==> src/rtl/i2c_reg_sequencer_if.sv <==
// ---------------------------------------------------------------------------
// i2c_reg_sequencer_if
//   Command channel between the register sequencer (master) and the I2C bit
//   driver (slave).
//
//   i2c_start       START command level (master -> slave)
//   i2c_stop        STOP command level (master -> slave)
//   i2c_write       WRITE-byte command level (master -> slave)
//   i2c_data[7:0]   byte to send, stable while i2c_write is high
//   i2c_cmd_done    one-cycle command-complete pulse (slave -> master)
//   i2c_cmd_status  ACK(1)/NACK(0) qualifier of i2c_cmd_done for WRITE
// ---------------------------------------------------------------------------
interface i2c_reg_sequencer_if;
    logic       i2c_start;
    logic       i2c_stop;
    logic       i2c_write;
    logic [7:0] i2c_data;
    logic       i2c_cmd_done;
    logic       i2c_cmd_status;

    modport master (
        output i2c_start, i2c_stop, i2c_write, i2c_data,
        input  i2c_cmd_done, i2c_cmd_status
    );

    modport slave (
        input  i2c_start, i2c_stop, i2c_write, i2c_data,
        output i2c_cmd_done, i2c_cmd_status
    );
endinterface

==> src/rtl/i2c_reg_sequencer.sv <==
// ---------------------------------------------------------------------------
// i2c_reg_sequencer
//   Walks a register table after power-up and programs the audio codec by
//   issuing one 3-byte I2C write per entry (addr+W, word[15:8], word[7:0])
//   through the I2C bit driver. Retries an entry after a NACK, guards every
//   command with a watchdog and leaves a bus-idle gap after each STOP.
//
//   sys_clk         system clock
//   rst             asynchronous active-high reset
//   go              start request, sampled only while idle
//   busy            sequence in progress (from accepted go until done)
//   done            one-cycle pulse at sequence end
//   error           sticky failure flag, cleared by the next accepted go
//   tbl_idx[3:0]    table index to the external ROM
//   tbl_word[15:0]  ROM word for tbl_idx (combinational)
//   bus             command channel to the I2C bit driver (master side)
// ---------------------------------------------------------------------------
module i2c_reg_sequencer #(
    parameter logic [6:0] DEV_ADDR   = 7'h1A,
    parameter int          NUM_REGS   = 10,
    parameter int          RETRIES    = 3,
    parameter int          GAP_CYCLES = 16,
    parameter int          TIMEOUT    = 255
) (
    input  logic                       sys_clk,
    input  logic                       rst,
    input  logic                       go,
    output logic                       busy,
    output logic                       done,
    output logic                       error,
    output logic [3:0]                 tbl_idx,
    input  logic [15:0]                tbl_word,
    i2c_reg_sequencer_if.master        bus
);

    localparam int RETRY_W = (RETRIES < 1) ? 1 : $clog2(RETRIES + 1);
    localparam int GAP_W   = $clog2(GAP_CYCLES + 1);
    localparam int WD_W    = $clog2(TIMEOUT + 1);

    typedef enum logic [3:0] {
        S_IDLE, S_LOAD, S_START, S_RELEASE, S_ADDR,
        S_HI, S_LO, S_STOP, S_GAP, S_FINISH
    } state_t;

    state_t               state, state_n;
    state_t               after_rel, after_rel_n;   // where RELEASE goes next
    logic [15:0]          word, word_n;
    logic [3:0]           idx, idx_n;
    logic [RETRY_W-1:0]   retry, retry_n;
    logic                 nack, nack_n;
    logic                 err, err_n;
    logic [GAP_W-1:0]     gap_cnt;
    logic [WD_W-1:0]      wd_cnt;

    logic                 in_cmd;
    logic                 wd_expired;
    logic                 gap_last;
    logic                 cmd_start, cmd_stop, cmd_write;
    logic [7:0]           cmd_data;

    always_comb begin
        // NOTE: every signal driven here gets a default first so no path
        // leaves it unassigned, which would otherwise infer a latch.
        state_n     = state;
        after_rel_n = after_rel;
        word_n      = word;
        idx_n       = idx;
        retry_n     = retry;
        nack_n      = nack;
        err_n       = err;
        cmd_start   = 1'b0;
        cmd_stop    = 1'b0;
        cmd_write   = 1'b0;
        cmd_data    = 8'h00;

        in_cmd     = (state inside {S_START, S_ADDR, S_HI, S_LO, S_STOP});
        wd_expired = in_cmd && !bus.i2c_cmd_done && (wd_cnt == WD_W'(TIMEOUT - 1));
        gap_last   = (gap_cnt == GAP_W'(GAP_CYCLES - 1));

        case (state)
            S_IDLE: begin
                if (go) begin
                    state_n = S_LOAD;
                    err_n   = 1'b0;
                    idx_n   = 4'd0;
                    retry_n = '0;
                end
            end
            S_LOAD: begin
                word_n  = tbl_word;
                nack_n  = 1'b0;
                state_n = S_START;
            end
            S_START: begin
                cmd_start = 1'b1;
                if (bus.i2c_cmd_done) begin
                    after_rel_n = S_ADDR;
                    state_n     = S_RELEASE;
                end
            end
            S_RELEASE: state_n = after_rel;
            S_ADDR, S_HI, S_LO: begin
                cmd_write = 1'b1;
                cmd_data  = (state == S_ADDR) ? {DEV_ADDR, 1'b0} :
                            (state == S_HI)   ? word[15:8] : word[7:0];
                if (bus.i2c_cmd_done) begin
                    state_n = S_RELEASE;
                    if (!bus.i2c_cmd_status) begin
                        nack_n      = 1'b1;
                        after_rel_n = S_STOP;
                    end else begin
                        after_rel_n = (state == S_ADDR) ? S_HI :
                                      (state == S_HI)   ? S_LO : S_STOP;
                    end
                end
            end
            S_STOP: begin
                cmd_stop = 1'b1;
                if (bus.i2c_cmd_done) begin
                    after_rel_n = S_GAP;
                    state_n     = S_RELEASE;
                end
            end
            S_GAP: begin
                if (gap_last) begin
                    if (!nack) begin
                        if (idx == 4'(NUM_REGS - 1)) begin
                            state_n = S_FINISH;
                        end else begin
                            idx_n   = idx + 4'd1;
                            retry_n = '0;
                            state_n = S_LOAD;
                        end
                    end else if (retry < RETRY_W'(RETRIES)) begin
                        retry_n = retry + RETRY_W'(1);
                        state_n = S_LOAD;
                    end else begin
                        err_n   = 1'b1;
                        state_n = S_FINISH;
                    end
                end
            end
            S_FINISH: state_n = S_IDLE;
            default:  state_n = S_IDLE;
        endcase

        // Watchdog expiry abandons the transaction without a STOP; the
        // command line falls when FINISH is entered on the next cycle.
        if (wd_expired) begin
            state_n = S_FINISH;
            err_n   = 1'b1;
        end
    end

    always_ff @(posedge sys_clk or posedge rst) begin
        if (rst) begin
            state     <= S_IDLE;
            after_rel <= S_IDLE;
            word      <= 16'h0000;
            idx       <= 4'd0;
            retry     <= '0;
            nack      <= 1'b0;
            err       <= 1'b0;
            gap_cnt   <= '0;
            wd_cnt    <= '0;
        end else begin
            // NOTE: non-blocking assignments so every register samples the
            // pre-edge values, independent of statement order.
            state     <= state_n;
            after_rel <= after_rel_n;
            word      <= word_n;
            idx       <= idx_n;
            retry     <= retry_n;
            nack      <= nack_n;
            err       <= err_n;
            gap_cnt   <= (state == S_GAP) ? gap_cnt + GAP_W'(1) : '0;
            // Cleared in every non-command state, so it restarts from zero on
            // entry to each command.
            wd_cnt    <= in_cmd ? wd_cnt + WD_W'(1) : '0;
        end
    end

    // Command lines decode straight from the state register so an async
    // reset drops them in the same cycle.
    assign bus.i2c_start = cmd_start;
    assign bus.i2c_stop  = cmd_stop;
    assign bus.i2c_write = cmd_write;
    assign bus.i2c_data  = cmd_data;

    assign busy    = (state != S_IDLE) && (state != S_FINISH);
    assign done    = (state == S_FINISH);
    assign error   = err;
    assign tbl_idx = idx;

endmodule

==> src/flat_wrapper.sv <==
// flat-port wrapper written by rule: the top's interface ports become plain ports
module i2c_reg_sequencer_flat 
#(
    parameter logic [6:0] DEV_ADDR   = 7'h1A,
    parameter int          NUM_REGS   = 10,
    parameter int          RETRIES    = 3,
    parameter int          GAP_CYCLES = 16,
    parameter int          TIMEOUT    = 255
)
  (sys_clk, rst, go, busy, done, error, tbl_idx, tbl_word, bus_i2c_start, bus_i2c_stop, bus_i2c_write, bus_i2c_data, bus_i2c_cmd_done, bus_i2c_cmd_status);
  i2c_reg_sequencer_if bus_i ();
  input  logic sys_clk;
  input  logic rst;
  input  logic go;
  output logic busy;
  output logic done;
  output logic error;
  output logic [3:0] tbl_idx;
  input  logic [15:0] tbl_word;
  output wire logic [$bits(bus_i.i2c_start)-1:0] bus_i2c_start;
  output wire logic [$bits(bus_i.i2c_stop)-1:0] bus_i2c_stop;
  output wire logic [$bits(bus_i.i2c_write)-1:0] bus_i2c_write;
  output wire logic [$bits(bus_i.i2c_data)-1:0] bus_i2c_data;
  input wire logic [$bits(bus_i.i2c_cmd_done)-1:0] bus_i2c_cmd_done;
  input wire logic [$bits(bus_i.i2c_cmd_status)-1:0] bus_i2c_cmd_status;
  assign bus_i2c_start = bus_i.i2c_start;
  assign bus_i2c_stop = bus_i.i2c_stop;
  assign bus_i2c_write = bus_i.i2c_write;
  assign bus_i2c_data = bus_i.i2c_data;
  assign bus_i.i2c_cmd_done = bus_i2c_cmd_done;
  assign bus_i.i2c_cmd_status = bus_i2c_cmd_status;
  i2c_reg_sequencer #(.DEV_ADDR(DEV_ADDR), .NUM_REGS(NUM_REGS), .RETRIES(RETRIES), .GAP_CYCLES(GAP_CYCLES), .TIMEOUT(TIMEOUT)) u_core (.sys_clk(sys_clk), .rst(rst), .go(go), .busy(busy), .done(done), .error(error), .tbl_idx(tbl_idx), .tbl_word(tbl_word), .bus(bus_i));
endmodule
==> config.mk <==
export PLATFORM = sky130hd
export DESIGN_NAME = i2c_reg_sequencer_flat
export DESIGN_NICKNAME = d
export VERILOG_FILES = /design/src/rtl/i2c_reg_sequencer_if.sv /design/src/rtl/i2c_reg_sequencer.sv /design/src/flat_wrapper.sv
export SDC_FILE = /design/constraint.sdc
export NUM_CORES = 1
export LEC_CHECK = 0
export ABC_CLOCK_PERIOD_IN_PS = 2420
export BUFFER_PORTS_ARGS = -buffer_cell sky130_fd_sc_hd__buf_2
export CORE_MARGIN = 8
export CORE_UTILIZATION = 35
export DETAILED_ROUTE_END_ITERATION = 7
export GPL_ROUTABILITY_DRIVEN = 1
export PLACE_DENSITY = 0.61
export SLEW_MARGIN = 20
export SYNTH_ARGS = -nofsm -noshare
export SYNTH_HDL_FRONTEND = slang
export SYNTH_SLANG_ARGS = --single-unit
==> constraint.sdc <==
create_clock -name sys_clk -period 2.42 [get_ports sys_clk]
set_input_delay 0.242 -clock sys_clk [delete_from_list [all_inputs] [get_ports sys_clk]]
set_output_delay 0.242 -clock sys_clk [all_outputs]
set_load 0.03 [all_outputs]
Word level (Yosys, flattened, before mapping):

Cells that the tools add are included.

* add/sub/neg operators: 4
* $lt $le $gt $ge: 1
* equality and inequality tests: 28
* muxes and demuxes: 43
* reduce and logical (&&, ||, !) cells: 19

Operators with widths (count)
* 4-bit 2-to-1 mux: 16
* 8-bit 2-to-1 mux: 4
* 4-bit case mux with 5 select lines: 1
* 4-bit by 3-bit equality test with 1-bit output, second input constant: 4
* 5-bit AND reduction: 3
* 2-bit inequality test, second input constant: 7
* 4-bit equality test, second input constant: 3
* 4-bit case mux with 3 select lines: 1
* 1-bit 2-to-1 mux: 11
* 2-bit 2-to-1 mux: 5
* 3-bit by 1-bit inequality test with 1-bit output, second input constant: 3
* 3-bit by 2-bit inequality test with 1-bit output, second input constant: 3
* 8-bit by 1-bit adder with 8-bit output, second input constant: 1
* 4-bit by 2-bit equality test with 1-bit output, second input constant: 2
* 8-bit equality test, second input constant: 1
* 4-bit case mux with 2 select lines: 1
* 3-bit AND reduction: 2
* 3-bit nonzero test: 2
* 5-bit by 1-bit adder with 5-bit output, second input constant: 1
* 5-bit by 4-bit equality test with 1-bit output, second input constant: 1
* 5-bit 2-to-1 mux: 1
* 5-bit nonzero test: 1
* 5-bit OR reduction: 1
* 4-bit by 1-bit adder with 4-bit output, second input constant: 1
* 15 further kinds: 19

* bits in registers: 45
* word-level logic and storage cells: 104

Logic depth before layout (Yosys ltp):

Gate-level depths: netlist of the first run.

* word-level depth: 6
* mapped depth: 8
* depth with buffers taken out: 7

Worst setup path after synthesis of the first run:

Ideal clock, no wire load.

* path kind: register -> register
* start: register u_core.gap_cnt[0]
* end: register u_core.state[0]
* library setup time: 0.146 ns
* arrival: 1.762 ns
* required time: 2.274 ns
* path slack: 0.512 ns
* stages on the path, launching flop included: 9
* buffers on the path: 1
* clock period less this slack: 1.908 ns
* cells stage by stage: dfrtp_1 ha_1 and3_1 ha_1 mux2_2 and2_0 clkbuf_1 o211ai_1 o311ai_0

* longest elaborated chain between the ends: 3

RTL lines
* from (decl): line i2c_reg_sequencer.sv:52 `logic [GAP_W-1:0] gap_cnt;`
* from (signal assigned): line i2c_reg_sequencer.sv:176 `gap_cnt <= (state == S_GAP) ? gap_cnt + GAP_W'(1) : '0;`
* 5-bit by 4-bit equality test with 1-bit output: line i2c_reg_sequencer.sv:78 `gap_last = (gap_cnt == GAP_W'(GAP_CYCLES - 1));`
* 3-bit by 1-bit inequality test with 1-bit output (no line)
* 3-bit AND reduction (no line)
* to (signal assigned): line i2c_reg_sequencer.sv:169 `state <= state_n;`
* to (decl): line i2c_reg_sequencer.sv:45 `state_t state, state_n;`

Every way passes these cells.
A chain may end at the register's enable or synchronous reset.

Final worst setup path of the first run:

* start: register u_core.state[0]
* end: output bus_i2c_data[1]

* longest elaborated chain between the ends: 4
* elaborated cells between the ends (all ways): 7
* those cells by class: 3 x eq/ne; 3 x mux; 1 x reduce/logical

RTL lines
* 4-bit by 3-bit equality test with 1-bit output: line i2c_reg_sequencer.sv:80, i2c_reg_sequencer.sv:105
* 8-bit 2-to-1 mux: line i2c_reg_sequencer.sv:105 `(state == S_HI) ? word[15:8] : word[7:0];`
* 8-bit 2-to-1 mux: line i2c_reg_sequencer.sv:104 `cmd_data = (state == S_ADDR) ? {DEV_ADDR, 1'b0} :`
* 8-bit 2-to-1 mux *: line i2c_reg_sequencer.sv:80 `case (state)`
* to (decl): line flat_wrapper.sv:23 `output wire logic [$bits(bus_i.i2c_data)-1:0] bus_i2c_data;`

Every way passes the cells marked *; elsewhere a longest branch is shown, timed or not.

==> results of run 1 <==
==> through the flow <==
step                      cells  hold WS, ps  total power [mW]
after floorplan             230          359              2.10
after global placement      338          258              2.38
after detailed placement    338          261              2.41
after CTS                   347          147              3.00
after global routing        347          169              3.19
final                       347          148              2.97
==> worst max-delay path: stages, from the launching register on <==
cell     delay [ps]
dfrtp_1         470
inv_1           180
nor2_1          470
a22oi_1         180
nor2_1          120
buf_2           220
==> kinds of logic after synthesis <==
logic type	after synthesis
flip-flops	45
adder cells (fa/ha/maj)	7
XOR/XNOR	9
buffers and inverters	24
multiplexers	17
AO/OA/AOI/OAI	49
AND/OR/NAND/NOR	79
==> placed cells by master, fill, tap and decap left out, types with 7 or more instances in the layout <==
| cell | instances |
|---|---|
| a21oi_1 | 17 |
| dfrtp_1 | 45 |
| buf_2 | 38 |
| nand3_1 | 8 |
| nor2_1 | 27 |
| ha_1 | 7 |
| o21ai_0 | 12 |
| nand2_1 | 11 |
| mux2_2 | 15 |
| nand2b_1 | 7 |
| inv_1 | 10 |
| xor2_1 | 7 |
==> cells in the mapped netlist (all sizes together) (2+ instances only) <==
cell type	number	share of area
nor2	27	0.044
nand3b	2	0.0065
mux2i	2	0.0086
xor2	7	0.026
dfrtp	45	0.49
and2	2	0.0054
and3	5	0.013
xnor2	2	0.0075
inv	11	0.018
a21oi	18	0.040
nand4	3	0.011
a22oi	6	0.019
or3	3	0.010
a21o	4	0.013
nand3	8	0.017
ha	7	0.038
clkbuf	5	0.0081
mux2	15	0.073
nand2b	7	0.019
nor3b	2	0.0086
o21ai	12	0.026
nand2	11	0.018
buf	8	0.018
nor3	2	0.0065
==> worst max path at each step <==
stage / from / slack (ps) / end
finish: u_core.state[0]$_DFFE_PP0P_ / 250 / bus_i2c_data[1]
global route: u_core.state[0]$_DFFE_PP0P_ / 30 / bus_i2c_data[1]
CTS: u_core.state[0]$_DFFE_PP0P_ / 240 / bus_i2c_data[1]
detailed placement: u_core.gap_cnt[0]$_DFF_PP0_ / 380 / u_core.state[0]$_DFFE_PP0P_
global placement: u_core.gap_cnt[0]$_DFF_PP0_ / 440 / u_core.state[0]$_DFFE_PP0P_
floorplan: u_core.gap_cnt[0]$_DFF_PP0_ / 510 / u_core.state[0]$_DFFE_PP0P_
==> sequential cells by signal (all words and copies together), names as in the netlist <==
signal / cells
u_core.wd_cnt: 8
u_core.tbl_idx: 4
u_core.nack: 1
u_core.error: 1
u_core.state: 4
u_core.retry: 2
u_core.after_rel: 4
u_core.word: 16
u_core.gap_cnt: 5
==> timing repair <==
item / 4_1_cts / 5_1_grt
setup endpoints to repair: 0 / 0
endpoints found under the hold margin: 16 / 0
hold buffers: 1 / 0
resized for setup: 0 / 0
==> final cells by class <==
| cell class | count | share of cell area |
|---|---|---|
| clock inverter | 1 | 0.0110 |
| sequential | 45 | 0.413 |
| inverter | 11 | 0.0152 |
| timing repair buffer | 45 | 0.0900 |
| clock buffer | 7 | 0.0317 |
| tap | 77 | 0.0354 |
| multi-input combinational | 161 | 0.404 |
==> metal layers <==
layer  part of all wire  wire, um
met1               0.48      2440
met2               0.48      2470
met3              0.030       154
met4              0.011        54
met5                  0         0
==> power by group through the flow <==
stage | logic [mW] | clock network (mW) | registers [mW]
6_report | 1.18 | 0.587 | 1.21
2_1_floorplan | 0.965 | 0 | 1.13
4_1_cts | 1.20 | 0.600 | 1.20
3_5_place_dp | 1.19 | 0 | 1.22
3_3_place_gp | 1.17 | 0 | 1.21
5_1_grt | 1.32 | 0.627 | 1.25
==> metrics.md, run 1 <==
| Metric | Value |
|---|---|
| DIE WIDTH | 97.4 um |
| Fmax | 461 MHz |
| Final worst slack | 252 ps |
| Synth Area in Simple Gates | 0.187 |
| Ys Warns | 0 |
| Post-Route Setup TNS | 0 ps |
| Logic gate share of total power | 0.397 |
| Rows | 29 |
| Tcrit/Tclk final | 0.896 |
| Total grt overflow | 0 |
| Critical Path RT | 2180 ps |
| Part of the power in the clock network | 0.198 |
| Chip height | 97.4 um |
| GR Util met1 | 0.137 |
| Max Clock Skew | 3.43 ps |
| Min Tclk post-route | 2170 ps |
| Crit path capture type | output port |
| DR vias/cell | 5.09 |
| Int Power | 1.81 mW |
| CTS sink count | 45 |
| Maximum vdd drop | 500 uV |
| RR Startpoint | u_core.gap_cnt[0]$_DFF_PP0_ |
| Final HPWL DP | 3.75 mm |
| Cell area after synthesis | 2320 um^2 |
| Hold Path Class | input pin to flip-flop |
| P_sw | 1.16 mW |
| Worst slew margin | 0.593 |
| Grt met3 use | 0.0270 |
| FF-to-FF path depth | 7 |
| Avg Cell Area, Syn | 10.1 um^2 |
| Layout fillers | 650 |
| # IOs | 39 |
| Area of the multi-input gates | 1100 um^2 |
| Count of nets after finishing | 297 |
| H-Tree Depth | 2 |
| Core Area | 6390 um^2 |
| Met2 usage | 0.179 |
| Setup Viol. Count Final | 0 |
| Number of global-route vias before repair | 1850 |
| Net count after synthesis | 258 |
| Fin. max-slew vios | 0 |
| Critical path class | flip-flop to output port |
| Worst R2R End | u_core.state[0]$_DFFE_PP0P_ |
| R2r setup slk | 380 ps |
| Hold Violations, Final | 0 |
| Post-Synth Adder-Cell Area | 0.0377 |
| DR WL/cell | 14.7 um |
| Largest family of logic cells by synthesized area | simple AND/OR/NAND/NOR gates |
| Most used routing layer | met2 |
| Area of the die | 9490 um^2 |
| Final WL | 5.12 mm |
| Initial antenna violation count | 0 |
| Postcts setup bufs | 0 |
| Top_reg_cell synth | dfrtp_1 |
| CP arrival | 1930 ps |
| CP Max Fanout | 7 |
| Vias | 1765 |
| Post-synthesis cell type count | 48 |
| Antenna Violating Nets Remaining | 0 |
| Hold Path Sink | u_core.word[13]$_DFFE_PP0P_ |
| Pin count of the biggest net entering global routing | 30 |
| Setup crit start kind | flip-flop |
| Max Cap Viol | 0 |
| N_diodes | 0 |
| Post-route cell area | 2730 um^2 |
| Hold Crit Depth | 3 |
| Post-route DRC | 0 |
| Mux cell area share after synthesis | 0.0814 |
| Initial DRC count | 88 |
| Initial Utilization | 0.363 |
| Compound-Gate Fraction of Synth Area | 0.132 |
| PD cells | 1090 nW/um^2 |
| CTS tree | built |
| Sequential Power Share | 0.406 |
| Root Driver | clkbuf_8 |
| Post-synth EDFFs | 0 |
| Yosys reg bits | 45 |
| Register area share after synthesis | 0.485 |
| RSZ-0062 raised after global routing | no |
| Worst slack at placement | 381 ps |
| Synth Instances | 230 |
| Final GP Congestion | 0.796 |
| Final core area utilization | 0.427 |
| Gr usage total | 0.109 |
| Least-Margin Pin Slew | 606 ps |
| Layout cell share with drive strength beyond 1 | 0.274 |
| CTS buffer count | 5 |
| Status | complete, no violations |
| Register area | 1130 um^2 |
| PortBufs | 38 |
| Drt pass-1 iters | 4 |
| Clock Path Buffers | 2 |
| Post-DP Area | 2600 um^2 |
| Clock transition at path regs | 80 ps |
| Area Growth Syn to Fin | 17.4% |
| Hold Path Origin | tbl_word[13] |
| Pleak | 1.32 nW |
| Global-route wire length before repair | 8.74 mm |
| Post-synthesis xor/xnor area fraction | 0.0340 |
| Fraction of registers with async set or reset after synthesis | 1.00 |
| Switching power share of the total | 0.391 |
| Clk Latency, worst-skew pair | 300 ps |
Power figures use the tool's default switching activity.
==> inputs of run 2 (changes only) <==
CELL_PAD_IN_SITES_DETAIL_PLACEMENT = 0   (was unset)
CELL_PAD_IN_SITES_GLOBAL_PLACEMENT = 1   (was unset)
PLACE_DENSITY = 0.73   (was 0.61)
==> run 2 against run 1 <==
  * Cell count is the same
  * Count of clock-buffer cells in the layout shrank 2
  * Clock power shrank 22%
  * Power shrank 4.3%
  * First-iteration DRC count grew 14%
  * Sequential power is essentially flat
  * Worst hold slack lost 130 ps
  * Worst setup slack gained 75 ps
  * Critical endpoint is now bus_i2c_data[0]
  * Critical path depth is the same
  * Via count grew 0.51%
==> metrics.md, run 2 (same netlist as run 1, synthesis figures left out) <==
| Metric | Value |
|---|---|
| Tcrit/Tclk final | 0.865 (was 0.896) |
| Layout cell share with drive strength beyond 1 | 0.281 (was 0.274) |
| Max Cap Viol | 0 (unchanged) |
| Setup crit start kind | flip-flop (unchanged) |
| Chip height | 97.4 um (unchanged) |
| N_diodes | 0 (unchanged) |
| Status | complete, no violations (unchanged) |
| Initial Utilization | 0.363 (unchanged) |
| Hold Path Class | input pin to asynchronous set/reset pin (was input pin to flip-flop) |
| Global-route wire length before repair | 8.65 mm (was 8.74 mm) |
| Critical path class | flip-flop to output port (unchanged) |
| PortBufs | 38 (unchanged) |
| Core Area | 6390 um^2 (unchanged) |
| Hold Violations, Final | 0 (unchanged) |
| Final HPWL DP | 3.70 mm (was 3.75 mm) |
| Worst slew margin | 0.387 (was 0.593) |
| Post-route DRC | 0 (unchanged) |
| H-Tree Depth | 2 (unchanged) |
| Antenna Violating Nets Remaining | 0 (unchanged) |
| DIE WIDTH | 97.4 um (unchanged) |
| Crit path capture type | output port (unchanged) |
| Pin count of the biggest net entering global routing | 26 (was 30) |
| Area of the die | 9490 um^2 (unchanged) |
| Postcts setup bufs | 0 (unchanged) |
| Pleak | 1.30 nW (was 1.32 nW) |
| Number of flip-flops in the largest register | 16 (unchanged) |
| Worst slack at placement | 370 ps (was 381 ps) |
| DR vias/cell | 5.11 (was 5.09) |
| DR WL/cell | 14.3 um (was 14.7 um) |
| CTS tree | built (unchanged) |
| # IOs | 39 (unchanged) |
| CP Max Fanout | 7 (unchanged) |
| RSZ-0062 raised after global routing | no (unchanged) |
| Clock Path Buffers | 2 (unchanged) |
| # resized after CTS | 0 (unchanged) |
| Clock transition at path regs | 80 ps (about the same) |
| CP arrival | 1850 ps (was 1930 ps) |
| Number of global-route vias before repair | 1819 (was 1850) |
| Final GP Congestion | 0.787 (was 0.796) |
| Gr usage total | 0.107 (was 0.109) |
| Drt pass-1 iters | 4 (unchanged) |
| Max Clock Skew | 4.13 ps (was 3.43 ps) |
| CTS sink count | 45 (unchanged) |
| Clk Latency, worst-skew pair | 300 ps (about the same) |
| Root Driver | clkbuf_8 (unchanged) |
| Critical Path RT | 2180 ps (about the same) |
| Most frequent cells in the layout | 45 x dfrtp_1, 38 x buf_2, 27 x nor2_1 (unchanged) |
| Initial DRC count | 100 (was 88) |
| Count of nets after finishing | 297 (unchanged) |
| Commonest non-fill, non-tap cell in the layout | dfrtp_1 (unchanged) |
| Fin. max-slew vios | 0 (unchanged) |
| Vias | 1774 (was 1765) |
| Least-Margin Pin Slew | 914 ps (was 606 ps) |
| CTS buffer count | 5 (unchanged) |
| Area Growth Syn to Fin | 16.0% (was 17.4%) |
| Rows | 29 (unchanged) |
| Total grt overflow | 0 (unchanged) |
| Regs by FF count | u_core.word: 16 flops, u_core.wd_cnt: 8 flops, u_core.gap_cnt: 5 flops (unchanged) |
| Final worst slack | 327 ps (was 252 ps) |
| Setup Viol. Count Final | 0 (unchanged) |
| Min Tclk post-route | 2090 ps (was 2170 ps) |
| Post-Route Setup TNS | 0 ps (unchanged) |
| Fmax | 478 MHz (was 461 MHz) |
| Final WL | 4.98 mm (was 5.12 mm) |
| PD cells | 1060 nW/um^2 (was 1090 nW/um^2) |
| Maximum vdd drop | 572 uV (was 500 uV) |
| Initial antenna violation count | 0 (unchanged) |
| CTS Hold Buffers Added | 0 (was 1) |
| Top reg by flops | u_core.word (unchanged) |
-- run 2: cell count changes in the layout (fill, tap and decap cells not counted), sizes merged --
cell / before / now
dlygate4sd3: 1 / 0
clkbuf: 7 / 5
clkinvlp: 0 / 1
buf: 44 / 45
bufinv: 1 / 0
clkinv: 1 / 3
-- run 2: through the flow --
stage	area, um^2	hold slack, ps	std cells	util	total power, mW
floorplan	2320	359	230	-	2.10
global placement	2610	370	339	0.408	2.40
detailed placement	2610	374	339	0.408	2.42
CTS	2690	38.5	347	0.422	2.88
global route	2690	73.9	347	0.422	3.07
finish	2690	17.5	347	0.422	2.84
-- run 2: final timing paths --
path	cells past startpoint	endpoint	startpoint	slack [ps]
setup / recovery	5	bus_i2c_data[0]	u_core.state[0]$_DFFE_PP0P_	330
hold / removal	2	u_core.wd_cnt[5]$_DFF_PP0_	rst	20
setup reg to reg	7	u_core.state[0]$_DFFE_PP0P_	u_core.gap_cnt[0]$_DFF_PP0_	370
hold reg to reg	1	u_core.gap_cnt[0]$_DFF_PP0_	u_core.gap_cnt[0]$_DFF_PP0_	470
max in group asynchronous	3	u_core.word[10]$_DFFE_PP0P_	rst	1780
min in group sys_clk	3	u_core.word[12]$_DFFE_PP0P_	tbl_word[12]	140
-- run 2: layout make-up --
cell class | count | area [um^2]
Fill cell | 633 | 3690
Clock inverter | 3 | 17.5
Clock buffer | 5 | 68.8
Tap cell | 77 | 96.3
Inverter | 11 | 41.3
Timing Repair Buffer | 45 | 243
Multi-Input combinational cell | 161 | 1100
Sequential cell | 45 | 1130
-- run 2: critical path, cell delays in order (launching register included) --
cell and delay [ps]:
dfrtp_1 460, inv_1 180, nor2_1 430, a22oi_1 170
nor2_1 110, buf_2 210
-- run 2: where the power goes --
part	leakage, nW	switching [mW]	internal (mW)
combinational	0.683	0.697	0.487
sequential	0.576	0.214	0.987
clock	0.0439	0.259	0.199
total	1.30	1.17	1.67
-- run 2: metal layers --
layer  GRT usage  wire length, um  share of wire  up-vias
met4      0.0338               45         0.0090        0
met1       0.140             2350           0.47      862
li1            -                -              -      880
met5           0                0              0        -
met3      0.0341              202          0.041        6
met2       0.162             2380           0.48       26
